<file path="config.mk">
export PLATFORM = sky130hd
export DESIGN_NAME = uart_pi_arb
export DESIGN_NICKNAME = d
export VERILOG_FILES = /design/src/rtl/uart_pi_arb_pkg.sv /design/src/rtl/uart_rr_arb2.sv /design/src/rtl/uart_pi_arb.sv
export SDC_FILE = /design/constraint.sdc
export NUM_CORES = 1
export LEC_CHECK = 0
export BUFFER_PORTS_ARGS = -buffer_cell sky130_fd_sc_hd__buf_2
export CAP_MARGIN = 20
export CELL_PAD_IN_SITES_DETAIL_PLACEMENT = 1
export CELL_PAD_IN_SITES_GLOBAL_PLACEMENT = 1
export CORE_UTILIZATION = 37
export DETAILED_ROUTE_END_ITERATION = 10
export GPL_TIMING_DRIVEN = 0
export PLACE_DENSITY = 0.95
export SYNTH_ARGS = -nofsm -noshare
export SYNTH_HDL_FRONTEND = slang
export SYNTH_SLANG_ARGS = --single-unit
export TNS_END_PERCENT = 50
</file>
<file path="constraint.sdc">
create_clock -name clk -period 3.94 [get_ports clk]
set_clock_uncertainty 0.05 [all_clocks]
set_input_delay 0.591 -clock clk [delete_from_list [all_inputs] [get_ports clk]]
set_output_delay 0.591 -clock clk [all_outputs]
set_load 0.01 [all_outputs]
</file>
<file path="src/rtl/uart_pi_arb_pkg.sv">
// Shared types for the UART processor-interface arbiter: FSM encoding,
// latched command layout and the gap-counter limits.
package uart_pi_arb_pkg;

  typedef enum logic [1:0] {
    ST_IDLE  = 2'd0,
    ST_ISSUE = 2'd1,
    ST_RESP  = 2'd2,
    ST_GAP   = 2'd3
  } state_e;

  localparam int unsigned GAP_MAX = 15;
  localparam int unsigned GAP_W   = 4;

  // Command as captured at grant time; owner selects the completion port.
  typedef struct packed {
    logic       we;
    logic [3:0] addr;
    logic [7:0] wdata;
    logic       owner;
  } cmd_t;

endpackage

</file>
<file path="src/rtl/uart_rr_arb2.sv">
// Two-way round-robin picker. On a tie the requester that did not own the
// previous access wins; a lone requester always wins. Purely combinational.
module uart_rr_arb2
  import uart_pi_arb_pkg::*;
(
  input  logic [1:0] req_i,
  input  logic       last_owner_i,
  output logic [1:0] gnt_o,
  output logic       gnt_idx_o
);

  always_comb begin
    gnt_idx_o = 1'b0;
    gnt_o     = 2'b00;
    unique case (req_i)
      2'b01:   gnt_idx_o = 1'b0;
      2'b10:   gnt_idx_o = 1'b1;
      2'b11:   gnt_idx_o = ~last_owner_i;
      default: gnt_idx_o = 1'b0;
    endcase
    if (req_i != 2'b00) gnt_o = gnt_idx_o ? 2'b10 : 2'b01;
  end

endmodule

</file>
<file path="src/rtl/uart_pi_arb.sv">
// Round-robin sequencer turning two valid/ready command streams into single
// cycle pi_* accesses, returning read data / write completion to the issuer.
module uart_pi_arb
  import uart_pi_arb_pkg::*;
#(
  parameter int unsigned GAP_CYCLES = 0
) (
  input  logic       clk,
  input  logic       rst,

  input  logic       req0_valid,
  input  logic       req0_we,
  input  logic [3:0] req0_addr,
  input  logic [7:0] req0_wdata,
  output logic       req0_ready,
  output logic       req0_rvalid,
  output logic [7:0] req0_rdata,

  input  logic       req1_valid,
  input  logic       req1_we,
  input  logic [3:0] req1_addr,
  input  logic [7:0] req1_wdata,
  output logic       req1_ready,
  output logic       req1_rvalid,
  output logic [7:0] req1_rdata,

  output logic       pi_blk_sel,
  output logic [3:0] pi_addr,
  output logic       pi_wr_en,
  output logic       pi_rd_en,
  output logic [7:0] pi_wr_data,
  input  logic [7:0] pi_rd_data
);

  if (GAP_CYCLES > GAP_MAX) begin : g_gap_range
    $error("uart_pi_arb: GAP_CYCLES must be in 0..15");
  end

  state_e             state_q;
  cmd_t               cmd_q, cmd_d;
  logic               last_owner_q;
  logic [GAP_W-1:0]   gap_cnt_q;
  logic [1:0]         rvalid_q;
  logic [7:0]         rdata0_q, rdata1_q;
  logic [7:0]         rdata_d;
  logic               blk_sel_q, wr_en_q, rd_en_q;
  logic [3:0]         addr_q;
  logic [7:0]         wr_data_q;

  logic [1:0]         gnt;
  logic               gnt_idx;
  logic               grant_en;

  uart_rr_arb2 u_rr (
    .req_i        ({req1_valid, req0_valid}),
    .last_owner_i (last_owner_q),
    .gnt_o        (gnt),
    .gnt_idx_o    (gnt_idx)
  );

  // Ready is combinational so a command is accepted in the same cycle it is
  // granted; it is masked during reset so nothing slips in on the reset edge.
  assign grant_en   = (state_q == ST_IDLE) && !rst;
  assign req0_ready = grant_en & gnt[0];
  assign req1_ready = grant_en & gnt[1];

  always_comb begin
    cmd_d = '{we: req0_we, addr: req0_addr, wdata: req0_wdata, owner: 1'b0};
    if (gnt_idx) cmd_d = '{we: req1_we, addr: req1_addr, wdata: req1_wdata, owner: 1'b1};
  end

  // Writes complete with zero data so the requester never sees stale bus values.
  assign rdata_d = cmd_q.we ? 8'h00 : pi_rd_data;

  always_ff @(posedge clk) begin
    if (rst) begin
      state_q      <= ST_IDLE;
      cmd_q        <= '0;
      last_owner_q <= 1'b1;
      gap_cnt_q    <= '0;
      rvalid_q     <= 2'b00;
      rdata0_q     <= 8'h00;
      rdata1_q     <= 8'h00;
      blk_sel_q    <= 1'b0;
      wr_en_q      <= 1'b0;
      rd_en_q      <= 1'b0;
      addr_q       <= 4'h0;
      wr_data_q    <= 8'h00;
    end else begin
      rvalid_q <= 2'b00;
      unique case (state_q)
        ST_IDLE: begin
          if (grant_en && (gnt != 2'b00)) begin
            cmd_q     <= cmd_d;
            blk_sel_q <= 1'b1;
            addr_q    <= cmd_d.addr;
            wr_data_q <= cmd_d.wdata;
            wr_en_q   <= cmd_d.we;
            rd_en_q   <= ~cmd_d.we;
            state_q   <= ST_ISSUE;
          end
        end
        ST_ISSUE: begin
          blk_sel_q <= 1'b0;
          wr_en_q   <= 1'b0;
          rd_en_q   <= 1'b0;
          addr_q    <= 4'h0;
          wr_data_q <= 8'h00;
          rvalid_q[cmd_q.owner] <= 1'b1;
          if (cmd_q.owner) rdata1_q <= rdata_d;
          else             rdata0_q <= rdata_d;
          state_q <= ST_RESP;
        end
        ST_RESP: begin
          last_owner_q <= cmd_q.owner;
          if (GAP_CYCLES != 0) begin
            gap_cnt_q <= GAP_W'(GAP_CYCLES);
            state_q   <= ST_GAP;
          end else begin
            state_q <= ST_IDLE;
          end
        end
        ST_GAP: begin
          if (gap_cnt_q <= GAP_W'(1)) begin
            gap_cnt_q <= '0;
            state_q   <= ST_IDLE;
          end else begin
            gap_cnt_q <= gap_cnt_q - GAP_W'(1);
          end
        end
        default: state_q <= ST_IDLE;
      endcase
    end
  end

  assign req0_rvalid = rvalid_q[0];
  assign req1_rvalid = rvalid_q[1];
  assign req0_rdata  = rdata0_q;
  assign req1_rdata  = rdata1_q;
  assign pi_blk_sel  = blk_sel_q;
  assign pi_addr     = addr_q;
  assign pi_wr_en    = wr_en_q;
  assign pi_rd_en    = rd_en_q;
  assign pi_wr_data  = wr_data_q;

endmodule

</file>
# Word level (Yosys, flattened, before mapping)
# Cells that the tools add are included.
# W data, S select, Z words.
# classes
bitwise_logic,6
n_reduce_logical,14
mux,21
n_eq_ne,7
n_lt_le_gt_ge,3
n_addsub,1
# ops
operator,n
$mux W8,2
$pmux W8 S2,1
$mux W14,1
$reduce_and A2 Y1,5
$eq A2 B2 Y1 const B,4
$mux W2,4
$mux W4,2
$pmux W1 S2,4
$pmux W2 S4,1
$pmux W4 S2,1
$reduce_bool A2 Y1,3
$le A4 B1 Y1 const B,1
$mux W1,4
$not A1 Y1,4
$sub A4 B1 Y4 const B,1
$logic_and A1 B1 Y1,3
$and A1 B1 Y1,2
$eq A2 B1 Y1 const B,1
$logic_not A2 Y1,1
$lt A1 B2 Y1 const B,1
$ne A2 B1 Y1 const B,1
$ne A2 B2 Y1 const B,1
$reduce_or A2 Y1,1
$demux W1 S1,1
other kinds (2),2
# totals
word_cells,65
ff_bits,42
input_bits,38

# Logic depth before layout (Yosys ltp)
# Gate-level depths: netlist (run 1).
# logic_depth
depth_word,8
mapped_depth,5
depth_no_buf,5

# Cells and area by module
# From an unflattened synthesis (run 1), not the netlist that was laid out.
# unflattened
cells_unflattened,208
area_unflattened_um2,1859.3
# modules_own_cells
module,n_inst,area_per_inst_um2,cells_per_inst,seq_area_each_um2
uart_pi_arb,1,1833.0,204,840.8
uart_rr_arb2,1,26.3,4,0.0

# Least setup slack after synthesis (run 1)
# Ideal clock, no wire load.
# synth_timing
kind,input-to-output
from,input port rst
to,output port req0_ready
stages,3
setup_slack_ns,2.091
t_arrival_ns,1.208
path_buffers,1
path_cell_list,nor3_4 buf_2 and3_1
# synth_via
elab_chain_len,3
# synth_rtl
item,line_no,text
from (decl),uart_pi_arb.sv:9,"input logic rst,"
$logic_not A1 Y1,uart_pi_arb.sv:63,assign grant_en = (state_q == ST_IDLE) && !rst;
$logic_and A1 B1 Y1,uart_pi_arb.sv:63,
$and A1 B1 Y1,uart_pi_arb.sv:64,assign req0_ready = grant_en & gnt[0];
to (decl),uart_pi_arb.sv:15,"output logic req0_ready,"
# Every way passes these cells.

# Final worst setup path (run 1)
# layout_timing
from,register state_q[1]
to,output port req0_ready
# layout_via
elab_chain_len,3
# layout_rtl
item,line_no,text
from (decl),uart_pi_arb.sv:39,state_e state_q;
from (signal assigned),uart_pi_arb.sv:77,state_q <= ST_IDLE;
from (signal assigned),uart_pi_arb.sv:100,state_q <= ST_ISSUE;
from (signal assigned),uart_pi_arb.sv:112,state_q <= ST_RESP;
$logic_not A2 Y1,uart_pi_arb.sv:63,
$logic_and A1 B1 Y1,uart_pi_arb.sv:63,
$and A1 B1 Y1,uart_pi_arb.sv:64,
# Every way passes these cells.

==> flow_summary.json, run 1 <==
{
  "status": "finished clean",
  "cp.arrival_ps": 1590,
  "vias_per_cell": 5.13,
  "cp-startpoint": "state_q[1]",
  "required_ps": 3300,
  "first_global_vias": 2050,
  "path_cells": "nor3_4 -> buf_2 -> and3_1 -> buf_2",
  "n_antenna_cell": 0,
  "clk_pin_slew_worst_paths_ps": 80,
  "ys.warnings.count": 0,
  "die_area_um2": 5260,
  "post_cts_resized": 0,
  "yosysMostFrequentCell": "nand2_1",
  "period_minus_slack_ps": 2230,
  "first_iter_violations": 81,
  "min_path_cells": 2,
  "hold-worst-slack_ps": 403,
  "synth_top_family_by_area": "simple AND/OR/NAND/NOR gates",
  "critPathLaunchType": "flip-flop",
  "tritoncts": "built",
  "finalPower_uw": 927,
  "die_y_um": 72.5,
  "synth-simple-area-share_pct": 26.1,
  "syn-num-nets": 260,
  "drtAntennaViolNets": 0,
  "area_delta_synth_final_pct": 29.3,
  "drtPass1Iterations": 4,
  "synth-seq-cells": 42,
  "clock_sinks": 42,
  "routed-via-count": 1884,
  "stdcell_area_um2": 2380,
  "reg2reg_slack_ps": 2300,
  "slowest_stage": "dfxtp_1",
  "clock_path_buffers": 2,
  "routed_wirelength_mm": 5.47,
  "core_area_um2": 4750,
  "synth-xor-area-share_pct": 0,
  "ir_worst_vdd_mv": 0.205,
  "hpwl_mm": 4.31,
  "hold_start": "req1_rdata[0]",
  "cp_max_fo": 10,
  "clkLatencyLatePin_ps": 300,
  "synth-seq-area-share_pct": 45.7,
  "hold_viol": 0,
  "muxShareOfSynthArea_pct": 0.544,
  "track_usage_pct": 22.9,
  "synth_edf_count": 0,
  "syn_avg_cell_area_um2": 8.36,
  "worst_r2r_path_depth": 5,
  "setup_slack_ps": 1710,
  "dpl_cell_area_um2": 2280,
  "synthTopCellsByArea": "dfxtp_1, nand2_1, a311oi_1",
  "syn_inst": 220,
  "cts.root.buffer_cell": "clkbuf_8",
  "cpPeakStageDelay_ps": 390,
  "drive_above_1_share_pct": 31.7,
  "synth.cell_area_um2": 1840,
  "grt-ovfl-total": 0,
  "nFillCells": 632,
  "antenna_found_initial": 0,
  "cts_max_level": 2,
  "crit_path_end_kind": "output pin",
  "synthAdderAreaFrac_pct": 1.36,
  "grt_pass1_wl_mm": 9.25,
  "start_util_pct": 38.7,
  "pre_cts_slack_ps": 1720,
  "drv_cap": 0,
  "ys_types": 42,
  "fin_nets": 339,
  "drc": 0,
  "cts_inserted_buffers": 5,
  "r2r-end": "gap_cnt_q[3]",
  "grt_max_degree": 14,
  "reg2reg_from": "gap_cnt_q[0]",
  "relSlewSlack_pct": 65.7,
  "fp.dieW_um": 72.5,
  "hold_end": "req1_rdata[0]",
  "p_per_area_nw_per_um2": 390,
  "ios": 73,
  "fin_crit_sh_pct": 56.7,
  "hold_buffers": 0,
  "worst_slew_pin_slew_ps": 513,
  "rsz0062_at_grt": "no",
  "cp_common_cell": "buf_2",
  "fin_setup_tns_ps": 0,
  "power_leakage_uw": 0.00104,
  "yosys.area.top_type": "dfxtp_1",
  "synthTopCellsByCount": "nand2_1, dfxtp_1, a21oi_1",
  "wl_per_cell_um": 14.9,
  "holdCritPathClass": "reg -> reg",
  "synth_top_area_share_pct": 45.7,
  "portBuffers": 72,
  "fmax_ghz": 0.448,
  "row_count": 25,
  "path_class": "reg -> out",
  "synth_compound_area_share_pct": 21.7,
  "setup_viol": 0,
  "gp_congestion": 0.786,
  "synthArstFlopShare_pct": 0,
  "final_max_slew_viol_count": 0,
  "synth_flop_cell": "dfxtp_1",
  "cts_setup_buffers": 0
}
## metal layers
layer / part of all wire, % / global-route usage [%] / vias up
met4: 1.1 / 7.63 / 0
li1: - / - / 930
met1: 42 / 24.7 / 871
met2: 51 / 43.4 / 78
met3: 6.2 / 5.56 / 5
met5: 0 / 0 / -
## area by class of cell
type / count / area, µm² / area share [%]
clock inverter: 2 / 12.5 / 0.526
multi-input combinational: 160 / 913 / 38.4
inverter: 4 / 15.0 / 0.631
timing repair buffer: 72 / 360 / 15.1
tap: 67 / 83.8 / 3.52
clock buffer: 6 / 82.6 / 3.47
sequential: 42 / 841 / 35.3
buffer: 14 / 70.1 / 2.95
## stage by stage
step,instances,utilization [%]
after detailed placement,359,48.0
after global routing,367,50.0
after CTS,367,50.0
after floorplan,220,-
after global placement,359,48.0
final,367,50.0
## where the power goes
part           leakage (µW)  internal [µW]  switching [µW]  total, µW
Clock             0.0000472            141             152        293
Sequential         0.000343            450            18.4        469
Combinational      0.000654           71.3            94.4        166
## cell families (layout without fill, tap and decap cells)
| kind of cell | Yosys count | in the layout |
|---|---|---|
| AO/OA/AOI/OAI | 58 | 58 |
| AND/OR/NAND/NOR | 99 | 99 |
| buffers and inverters | 18 | 98 |
| adder cells (fa/ha/maj) | 2 | 2 |
| flip-flops | 42 | 42 |
| multiplexers | 1 | 1 |
## flip-flops by register name, summed over array words and instances, names as in the netlist, 2 cells and up
name,cells
pi_wr_data,8
cmd_q,2
state_q,2
rvalid_q,2
req0_rdata,8
pi_addr,4
req1_rdata,8
gap_cnt_q,4
## worst max-delay path: cells and delay by family (launching register included)
kind / cells / cell delay, ps
flip-flops: 1 / 390
buffers and inverters: 2 / 410
AND/OR/NAND/NOR: 2 / 500
## how the worst max path moves through the flow
stage	cells past startpoint	to	slack [ps]
final	4	req0_ready	1710
after detailed placement	5	req0_ready	1720
after global placement	5	req0_ready	1730
after floorplan	3	req0_ready	2090
after CTS	4	req0_ready	1670
after global routing	4	req0_ready	1540
## layout by cell type, fill, tap and decap left out, types with 2 or more instances in the layout
cell type and count:
nand2b_1 3, buf_2 76, ha_1 2, nor2_1 6, nor2b_1 9, o21ai_0 2, nand3_1 2, buf_4 3
o311ai_0 2, nand2_1 63, o31ai_1 2, a22oi_1 12, clkbuf_1 5, inv_1 4, dfxtp_1 42, a311oi_1 13
clkbuf_8 6, a21oi_1 21
No activity file was read; power rests on OpenSTA's default activity.
==> inputs of run 2 (changes only) <==
ABC_AREA = 1   (was not set)
CORE_UTILIZATION = 30   (was 37)
PLACE_DENSITY = 0.87   (was 0.95)
clock period = 1.85 ns   (was 3.94 ns; I/O delays follow)
==> flow_summary.json, run 2 <==
{
  "synthArstFlopShare_pct": 0,
  "synth_top_area_share_pct": 44.4,
  "min_path_cells": 3,
  "wl_met1_mm": 2.49,
  "clock_path_buffers": 2,
  "clock_sinks": 42,
  "required_ps": 1520,
  "drtPass1Iterations": 4,
  "worst_slew_pin_slew_ps": 495,
  "period_minus_slack_ps": 1740,
  "fmax_ghz": 0.576,
  "cp.arrival_ps": 1410,
  "drtAntennaViolNets": 0,
  "layout_commonest_cell": "buf_2",
  "grt_max_degree": 13,
  "p_per_area_nw_per_um2": 852,
  "synth_edf_count": 0,
  "r2r-end": "state_q[0]",
  "yosys.area.top_type": "dfxtp_1",
  "drv_cap": 0,
  "hpwl_mm": 4.20,
  "die_area_um2": 6630,
  "row_count": 28,
  "grt_pass1_wl_mm": 9.40,
  "antenna_found_initial": 0,
  "hold_buffers": 0,
  "synth-seq-cells": 42,
  "syn_avg_cell_area_um2": 7.36,
  "stdcell_count": 410,
  "holdCritPathClass": "in -> reg",
  "path_class": "reg -> out",
  "drive_above_1_share_pct": 28.1,
  "route.met3.wl_um": 226,
  "hold_viol": 0,
  "synthTopCellsByArea": "dfxtp_1, nor2_1, nand3_1",
  "drc": 0,
  "relSlewSlack_pct": 67.0,
  "status": "finished clean",
  "worst_r2r_path_depth": 5,
  "slowest_stage": "dfxtp_1",
  "grt-ovfl-total": 0,
  "rsz0062_at_grt": "no",
  "core_area_um2": 5990,
  "critPathTopFamily": "flip-flops",
  "dp.cells": 403,
  "fin_nets": 375,
  "reg2reg_slack_ps": 410,
  "n_antenna_cell": 0,
  "cpPeakStageDelay_ps": 380,
  "synth.cell_area_um2": 1890,
  "synthTopCellsByCount": "nor2_1, dfxtp_1, inv_1",
  "top_layer": "met4",
  "nFillCells": 783,
  "hold-worst-slack_ps": 224,
  "cp_max_fo": 10,
  "clkLatencyLatePin_ps": 290,
  "hold_end": "req1_rdata[5]",
  "crit_buf_inv": 2,
  "cts_inserted_buffers": 5,
  "first_global_vias": 1949,
  "ys.warnings.count": 0,
  "routed-via-count": 1952,
  "fp.dieW_um": 81.4,
  "hold_start": "pi_rd_data[5]",
  "path_cells": "nor2_4 -> nand3_4 -> buf_6 -> a21oi_1 -> buf_2",
  "gp_congestion": 0.852,
  "power_leakage_uw": 0.00125,
  "fin_crit_sh_pct": 93.9,
  "layout_common_cells": "buf_2, nor2_1, dfxtp_1, inv_1",
  "die_y_um": 81.4,
  "wl_per_cell_um": 13.5,
  "portBuffers": 71,
  "crit_path_end_kind": "output pin",
  "cts_max_level": 2,
  "reg2reg_from": "gap_cnt_q[0]",
  "syn-num-nets": 297,
  "ys_types": 20,
  "start_util_pct": 31.6,
  "routed_wirelength_mm": 5.53,
  "fin_setup_tns_ps": 0,
  "track_usage_pct": 18.6,
  "synth-seq-area-share_pct": 44.4,
  "tritoncts": "built",
  "ios": 73,
  "synth_flop_cell": "dfxtp_1",
  "clk_pin_slew_worst_paths_ps": 80,
  "dr_wl_met2_mm": 2.75,
  "vias_per_cell": 4.76,
  "ir_worst_vdd_mv": 0.457,
  "area_delta_synth_final_pct": 30.1,
  "yosysMostFrequentCell": "nor2_1",
  "first_iter_violations": 48,
  "setup_viol": 0,
  "final_max_slew_viol_count": 0,
  "syn_inst": 257,
  "critPathLaunchType": "flip-flop",
  "cts.root.buffer_cell": "clkbuf_8"
}
==> run 2: changes by cell type in the layout (fill, tap and decap cells not counted), sizes merged, moves of 3 or more <==
cell,delta
nor2,+42
nand2,-32
inv,+30
nand3,+28
o21ai,+20
a311oi,-13
a22oi,-12
nand3b,+12
nor2b,-9
buf,-4
nand2b,-3
==> run 2: how the worst max path moves through the flow <==
| stage | start | end | slack [ps] | cells past startpoint |
|---|---|---|---|---|
| final | state_q[1] | req0_ready | 110 | 5 |
| after global routing | state_q[1] | req0_ready | 10 | 5 |
| after CTS | state_q[1] | req0_ready | 5 | 5 |
| after detailed placement | rst | req0_ready | 290 | 6 |
| after global placement | rst | req0_ready | 300 | 6 |
| after floorplan | req1_valid | req0_ready | 520 | 6 |
==> run 2: tightest hold or removal path, cell delays in order <==
cell and delay [ps]:
buf_2 100, nand2_1 80, a21oi_1 60
==> run 2: layout make-up <==
class                   count  area [µm²]  area share [%]
plain buffers              11        68.8            2.80
clock buffers               6        82.6            3.36
clock inverters             1        30.0            1.22
inverters                  34         128            5.19
multi-input cells         170         862            35.0
flip-flops and latches     42         841            34.2
well taps                  75        93.8            3.81
repair buffers             71         355            14.4
==> run 2: layer usage <==
| layer | up-vias | track usage, % |
|---|---|---|
| li1 | 978 | - |
| met1 | 928 | 22.4 |
| met2 | 42 | 32.3 |
| met3 | 4 | 4.56 |
| met4 | 0 | 5.71 |
| met5 | - | 0 |
==> run 2: kinds of logic (layout without fill, tap and decap cells) <==
family,count (synthesis),count (layout),synth area share [%]
flops,42,42,44.4
fa+ha+maj,2,2,1.32
buf+inv,45,123,10.4
simple gates,124,124,32.0
xor+xnor,1,1,0.463
compound gates,43,43,11.4
==> run 2: repair_timing <==
item                                    4_1_cts  5_1_grt
gates resized for setup                       0        1
endpoints found under the setup margin        0        1
setup buffers                                 0        0
==> run 2: stage by stage <==
| stage | util [%] | instance area [µm²] | setup WS [ps] | power, µW |
|---|---|---|---|---|
| CTS | 41.0 | 2450 | 5.42 | 2120 |
| global placement | 39.1 | 2340 | 295 | 1350 |
| finish | 41.1 | 2460 | 113 | 2100 |
| global route | 41.1 | 2460 | 10.4 | 2210 |
| detailed placement | 39.1 | 2340 | 286 | 1370 |
| floorplan | - | 1890 | 525 | 1220 |
==> run 2: report_power, final <==
part	internal, µW	switching, µW
sequential	959	32.4
clock	432	315
combinational	141	217
